==> src/rtl/mod_reconstruct_32_if.sv <==
// Handshake and operand bus for mod_reconstruct_32 (rebuilds A = Q*B + R).
// Optional rem_err signal present only when REC_REMCHECK_EN is defined.
interface mod_reconstruct_32_if #(
  parameter int WIDTH = 32
);
  logic [WIDTH-1:0] Q;
  logic [WIDTH-1:0] B;
  logic [WIDTH-1:0] R;
  logic             start;
  logic             busy;
  logic [WIDTH-1:0] result;
  logic             ovf;
  logic             rec_finish;
`ifdef REC_REMCHECK_EN
  logic             rem_err;

  modport master (
    output Q, B, R, start,
    input  busy, result, ovf, rec_finish, rem_err
  );

  modport slave (
    input  Q, B, R, start,
    output busy, result, ovf, rec_finish, rem_err
  );
`else
  modport master (
    output Q, B, R, start,
    input  busy, result, ovf, rec_finish
  );

  modport slave (
    input  Q, B, R, start,
    output busy, result, ovf, rec_finish
  );
`endif
endinterface

==> src/rtl/mod_reconstruct_32.sv <==
// Sequential shift-add rebuild of A = Q*B + R, one quotient bit per clock.
// Optional REC_REMCHECK_EN adds rem_err = (R >= B), reported with rec_finish.
module mod_reconstruct_32 #(
  parameter int WIDTH = 32
) (
  input  logic                 clk,
  input  logic                 rst_n,
  mod_reconstruct_32_if.slave  bus
);
  localparam int CW = (WIDTH > 1) ? $clog2(WIDTH) : 1;
  localparam int AW = 2 * WIDTH + 1;

  typedef enum logic [1:0] {IDLE, MUL, DONE} state_t;

  state_t           r_state;
  logic [WIDTH-1:0] r_qSh;
  logic [AW-1:0]    r_bSh;
  logic [AW-1:0]    r_acc;
  logic [CW-1:0]    r_cnt;
  logic             r_busy;
  logic [WIDTH-1:0] r_result;
  logic             r_ovf;
  logic             r_recFinish;
`ifdef REC_REMCHECK_EN
  logic             r_remErrPend;
  logic             r_remErr;
`endif

  logic [AW-1:0]    w_addend;
  logic [AW-1:0]    w_accNext;

  // The accumulator is wide enough that Q*B+R never wraps before the final bit.
  assign w_addend  = r_qSh[0] ? r_bSh : '0;
  assign w_accNext = r_acc + w_addend;

  always_ff @(posedge clk or negedge rst_n) begin
    if (!rst_n) begin
      r_state     <= IDLE;
      r_qSh       <= '0;
      r_bSh       <= '0;
      r_acc       <= '0;
      r_cnt       <= '0;
      r_busy      <= 1'b0;
      r_result    <= '0;
      r_ovf       <= 1'b0;
      r_recFinish <= 1'b0;
`ifdef REC_REMCHECK_EN
      r_remErrPend <= 1'b0;
      r_remErr     <= 1'b0;
`endif
    end else begin
      r_recFinish <= 1'b0;
      case (r_state)
        IDLE: begin
          if (bus.start) begin
            r_qSh   <= bus.Q;
            r_bSh   <= {{(WIDTH+1){1'b0}}, bus.B};
            r_acc   <= {{(WIDTH+1){1'b0}}, bus.R};
            r_cnt   <= '0;
            r_busy  <= 1'b1;
            r_state <= MUL;
`ifdef REC_REMCHECK_EN
            r_remErrPend <= (bus.R >= bus.B);
`endif
          end
        end
        MUL: begin
          r_acc <= w_accNext;
          r_qSh <= r_qSh >> 1;
          r_bSh <= r_bSh << 1;
          r_cnt <= r_cnt + CW'(1);
          // Outputs are loaded from the last partial sum so rec_finish coincides with DONE.
          if (r_cnt == CW'(WIDTH - 1)) begin
            r_result    <= w_accNext[WIDTH-1:0];
            r_ovf       <= |w_accNext[AW-1:WIDTH];
            r_recFinish <= 1'b1;
            r_state     <= DONE;
`ifdef REC_REMCHECK_EN
            r_remErr    <= r_remErrPend;
`endif
          end
        end
        DONE: begin
          r_busy  <= 1'b0;
          r_state <= IDLE;
        end
        default: begin
          r_busy  <= 1'b0;
          r_state <= IDLE;
        end
      endcase
    end
  end

  assign bus.busy       = r_busy;
  assign bus.result     = r_result;
  assign bus.ovf        = r_ovf;
  assign bus.rec_finish = r_recFinish;
`ifdef REC_REMCHECK_EN
  assign bus.rem_err    = r_remErr;
`endif
endmodule

==> src/flat_wrapper.sv <==
// flat-port wrapper written by rule: the top's interface ports become plain ports
module mod_reconstruct_32_flat 
#(
  parameter int WIDTH = 32
)
  (clk, rst_n, bus_Q, bus_B, bus_R, bus_start, bus_busy, bus_result, bus_ovf, bus_rec_finish);
  mod_reconstruct_32_if #(.WIDTH(WIDTH)) bus_i ();
  input  logic clk;
  input  logic rst_n;
  input wire logic [$bits(bus_i.Q)-1:0] bus_Q;
  input wire logic [$bits(bus_i.B)-1:0] bus_B;
  input wire logic [$bits(bus_i.R)-1:0] bus_R;
  input wire logic [$bits(bus_i.start)-1:0] bus_start;
  output wire logic [$bits(bus_i.busy)-1:0] bus_busy;
  output wire logic [$bits(bus_i.result)-1:0] bus_result;
  output wire logic [$bits(bus_i.ovf)-1:0] bus_ovf;
  output wire logic [$bits(bus_i.rec_finish)-1:0] bus_rec_finish;
  assign bus_i.Q = bus_Q;
  assign bus_i.B = bus_B;
  assign bus_i.R = bus_R;
  assign bus_i.start = bus_start;
  assign bus_busy = bus_i.busy;
  assign bus_result = bus_i.result;
  assign bus_ovf = bus_i.ovf;
  assign bus_rec_finish = bus_i.rec_finish;
  mod_reconstruct_32 #(.WIDTH(WIDTH)) u_core (.clk(clk), .rst_n(rst_n), .bus(bus_i));
endmodule
==> config.mk <==
export PLATFORM = sky130hd
export DESIGN_NAME = mod_reconstruct_32_flat
export DESIGN_NICKNAME = d
export VERILOG_FILES = /design/src/rtl/mod_reconstruct_32_if.sv /design/src/rtl/mod_reconstruct_32.sv /design/src/flat_wrapper.sv
export SDC_FILE = /design/constraint.sdc
export NUM_CORES = 1
export LEC_CHECK = 0
export BUFFER_PORTS_ARGS = -buffer_cell sky130_fd_sc_hd__buf_2
export CORE_MARGIN = 2
export CORE_UTILIZATION = 35
export DETAILED_ROUTE_END_ITERATION = 7
export PLACE_DENSITY = 0.59
export SLEW_MARGIN = 10
export SYNTH_ARGS = -nofsm -noshare
export SYNTH_HDL_FRONTEND = slang
export SYNTH_SLANG_ARGS = --single-unit
==> constraint.sdc <==
create_clock -name clk -period 6.7 [get_ports clk]
set_input_delay 1.34 -clock clk [delete_from_list [all_inputs] [get_ports clk]]
set_output_delay 1.34 -clock clk [all_outputs]
set_load 0.05 [all_outputs]
==> impl_metrics.env <==
export IMPL_final_min_period_over_clock_period_pct=72.1
export IMPL_first_pass_iters=8
export IMPL_drt_iter0_markers=1065
export IMPL_overflow=0
export IMPL_ys_seq_area_share_pct=39.3
export IMPL_busiest_layer="met2"
export IMPL_dieHeight_um=197
export IMPL_grt_pass1_vias=11400
export IMPL_synth_top_cells_by_count="204 x dfrtp_1, 157 x nand2_1, 138 x o21ai_0, 125 x a21oi_1, 100 x and2_1"
export IMPL_via_count=12000
export IMPL_postCtsSetupRepairBufs=0
export IMPL_drc=0
export IMPL_synthCells=1482
export IMPL_hold_viol=0
export IMPL_yosysMostFrequentCell="dfrtp_1"
export IMPL_switching_power_mw=3.52
export IMPL_setup_viol=0
export IMPL_fin_crit_ns=4.83
export IMPL_holdWs_ns=0.468
export IMPL_initial_core_util_pct=35.5
export IMPL_p_sw_share_pct=46.2
export IMPL_endpoint_kind="register"
export IMPL_reg2reg_slack_ns=1.87
export IMPL_holdPathStages=1
export IMPL_r2r_cells=14
export IMPL_synth_seq_cells=204
export IMPL_grt_max_degree=133
export IMPL_fp_coreArea_um2=36600
export IMPL_power_density_nw_per_um2=513
export IMPL_synth_top_cell_area_share_pct=39.3
export IMPL_antenna_found_initial=1
export IMPL_syn_area_um2=13000
export IMPL_fmax_mhz=207
export IMPL_synthArstFlopShare_pct=100
export IMPL_insertion_delay_ns=0.56
export IMPL_rsz0062_at_grt="false"
export IMPL_synth_ff_type="dfrtp_1"
export IMPL_cts_resized=0
export IMPL_skew_ns=0.0266
export IMPL_crit_required_ns=7.18
export IMPL_die_area_um2=38700
export IMPL_maxSlewHeadroom_pct=24.5
export IMPL_clk_pin_slew_ns=0.06
export IMPL_globalplace_congestion=0.996
export IMPL_p_leak_nw=6.50
export IMPL_top_level_ports=134
export IMPL_dpl_hpwl_mm=29.4
export IMPL_worstSetupStartpointType="register"
export IMPL_routedWlPerCell_um=20.0
export IMPL_yosysUniqueCellTypes=80
export IMPL_io_buffers=133
export IMPL_hp_class="register to register"
export IMPL_tritoncts="yes"
export IMPL_setup_ws_ns=1.87
export IMPL_clockBufferDepth=3
export IMPL_status="completed"
export IMPL_grt_usage_pct=20.8
export IMPL_cap_violations=0
export IMPL_worst_pin_slew_ns=1.13
export IMPL_vdd_drop_max_mv=0.215
export IMPL_path_class="register to register"
export IMPL_use_met1_pct=30.4
export IMPL_yosysWarnings=0
export IMPL_synthTopCellsByArea="dfrtp_1 39%, ha_1 6.4%, o21ai_0 5.3%"
export IMPL_combPwrFrac_pct=51.6
export IMPL_drt_total_wl_mm=40.7
export IMPL_cts_buffers=25
export IMPL_arrival_ns=5.31
export IMPL_clkSinkCount=204
export IMPL_internal_power_mw=4.11
export IMPL_p_clk_share_pct=20.6
export IMPL_pwr_share_seq_pct=27.8
export IMPL_setup_tns_ns=0
export IMPL_grt_use_met3_pct=4.06
export IMPL_rows=70
export IMPL_hold_buffers=0
export IMPL_grt_pass1_wl_mm=64.3
export IMPL_cp_max_fo=39
export IMPL_slew_viol_final=0
export IMPL_nNetsFinal=1710
export IMPL_die_x_um=197
export IMPL_synth_top_cell_by_area="dfrtp_1"
export IMPL_cts_htree_levels=1
export IMPL_preCtsSetupSlack_ns=1.85
export IMPL_ant_nets=0
export IMPL_via_per_inst=5.88
export IMPL_power_mw=7.63
export IMPL_synth_area_per_cell_um2=8.77
export IMPL_cts_root_buf="clkbuf_16"
export IMPL_drive_above_1_share_pct=14.5
export IMPL_syn_to_final_growth_pct=14.4
export IMPL_synth_edf_count=0
export IMPL_grt_met2_usage_pct=31.2
export IMPL_syn_num_nets=1648
[worst max-delay path, cell delays in order, from the launching register on]
cell and delay [ns]:
dfrtp_1 0.81, and2_1 0.35, ha_1 0.23, fa_1 0.42
a21o_1 0.20, a21oi_1 0.26, o22ai_1 0.22, o2111a_1 0.30
nor2_1 0.44, a211oi_1 0.17, a2111oi_0 0.91, nor2b_1 0.10
nand4b_1 0.16, nor4_2 0.06, a2bb2oi_1 0.12
[per-layer routing]
layer / vias up / wire length, um
met1: 5835 / 19500
met4: 0 / 991
met2: 403 / 17300
met5: - / 0
li1: 5653 / -
met3: 60 / 2920
[power by group through the flow]
stage	Sequential [mW]	Combinational, mW	Clock (mW)
after floorplan	2.15	2.80	0
after global placement	2.12	3.86	0
after detailed placement	2.13	3.88	0
after CTS	2.11	3.89	1.60
after global routing	2.18	4.34	1.64
final	2.12	3.94	1.57
[layout make-up]
| cell class | instances | area, um2 |
|---|---|---|
| tap | 468 | 586 |
| sequential | 204 | 5100 |
| clock inverter | 17 | 289 |
| inverter | 19 | 71.3 |
| fill | 3644 | 21700 |
| antenna | 1 | 2.50 |
| multi-input combinational | 1148 | 7360 |
| clock buffer | 29 | 671 |
| timing repair buffer | 146 | 785 |
[registers in the layout, summed over array words and instances, names as in the netlist]
name,count
u_core.r_qSh,32
u_core.bus.ovf,1
u_core.bus.rec_finish,1
u_core.r_state,2
u_core.r_acc,65
u_core.bus.result,32
u_core.r_bSh,65
u_core.r_cnt,5
u_core.bus.busy,1
[cells in the final DEF, fill, tap and decap left out, drive strengths merged, types with 9 or more instances in the layout]
| cell | n |
|---|---|
| clkinv | 9 |
| a211oi | 17 |
| ha | 66 |
| a22oi | 17 |
| a21o | 23 |
| a31oi | 39 |
| nand2 | 158 |
| nand4 | 33 |
| o21a | 11 |
| o21bai | 10 |
| o21ai | 145 |
| nand3 | 16 |
| o22a | 15 |
| inv | 19 |
| buf | 145 |
| nor3 | 22 |
| o22ai | 82 |
| nor4 | 9 |
| a21oi | 129 |
| clkbuf | 30 |
| and2 | 100 |
| dfrtp | 204 |
| xor2 | 20 |
| xnor2 | 30 |
| nor2 | 53 |
| a22o | 57 |
[path summary, 6_finish.rpt]
path / startpoint / endpoint
min in group asynchronous: rst_n / u_core.bus.result[6]$_DFFE_PN0P_
hold reg to reg: u_core.r_cnt[3]$_DFFE_PN0P_ / u_core.r_cnt[3]$_DFFE_PN0P_
max in group asynchronous: rst_n / u_core.r_acc[52]$_DFFE_PN0P_
setup / recovery: u_core.r_qSh[0]$_DFFE_PN0P_ / u_core.bus.ovf$_DFFE_PN0P_
hold / removal: u_core.r_cnt[3]$_DFFE_PN0P_ / u_core.r_cnt[3]$_DFFE_PN0P_
setup reg to reg: u_core.r_qSh[0]$_DFFE_PN0P_ / u_core.bus.ovf$_DFFE_PN0P_
[kinds of logic after synthesis]
| logic type | count (synthesis) | synth area share [%] |
|---|---|---|
| xor gates and xnor gates | 50 | 3.37 |
| AOI/OAI and AO/OA | 597 | 29.7 |
| muxes | 4 | 0.337 |
| and+or+nand+nor | 430 | 16.6 |
| buffers and inverters | 130 | 4.26 |
| adders and majority gates | 67 | 6.51 |
| DFF | 204 | 39.3 |
[per-stage QoR]
step | cell area [um2] | std cells | utilization [%]
2_1_floorplan | 13000 | 1482 | -
3_3_place_gp | 13900 | 1985 | 38.0
3_5_place_dp | 13900 | 1985 | 38.0
4_1_cts | 14900 | 2031 | 40.6
5_1_grt | 14900 | 2031 | 40.6
6_report | 14900 | 2032 | 40.6
No activity file was read; power rests on OpenSTA's default activity.
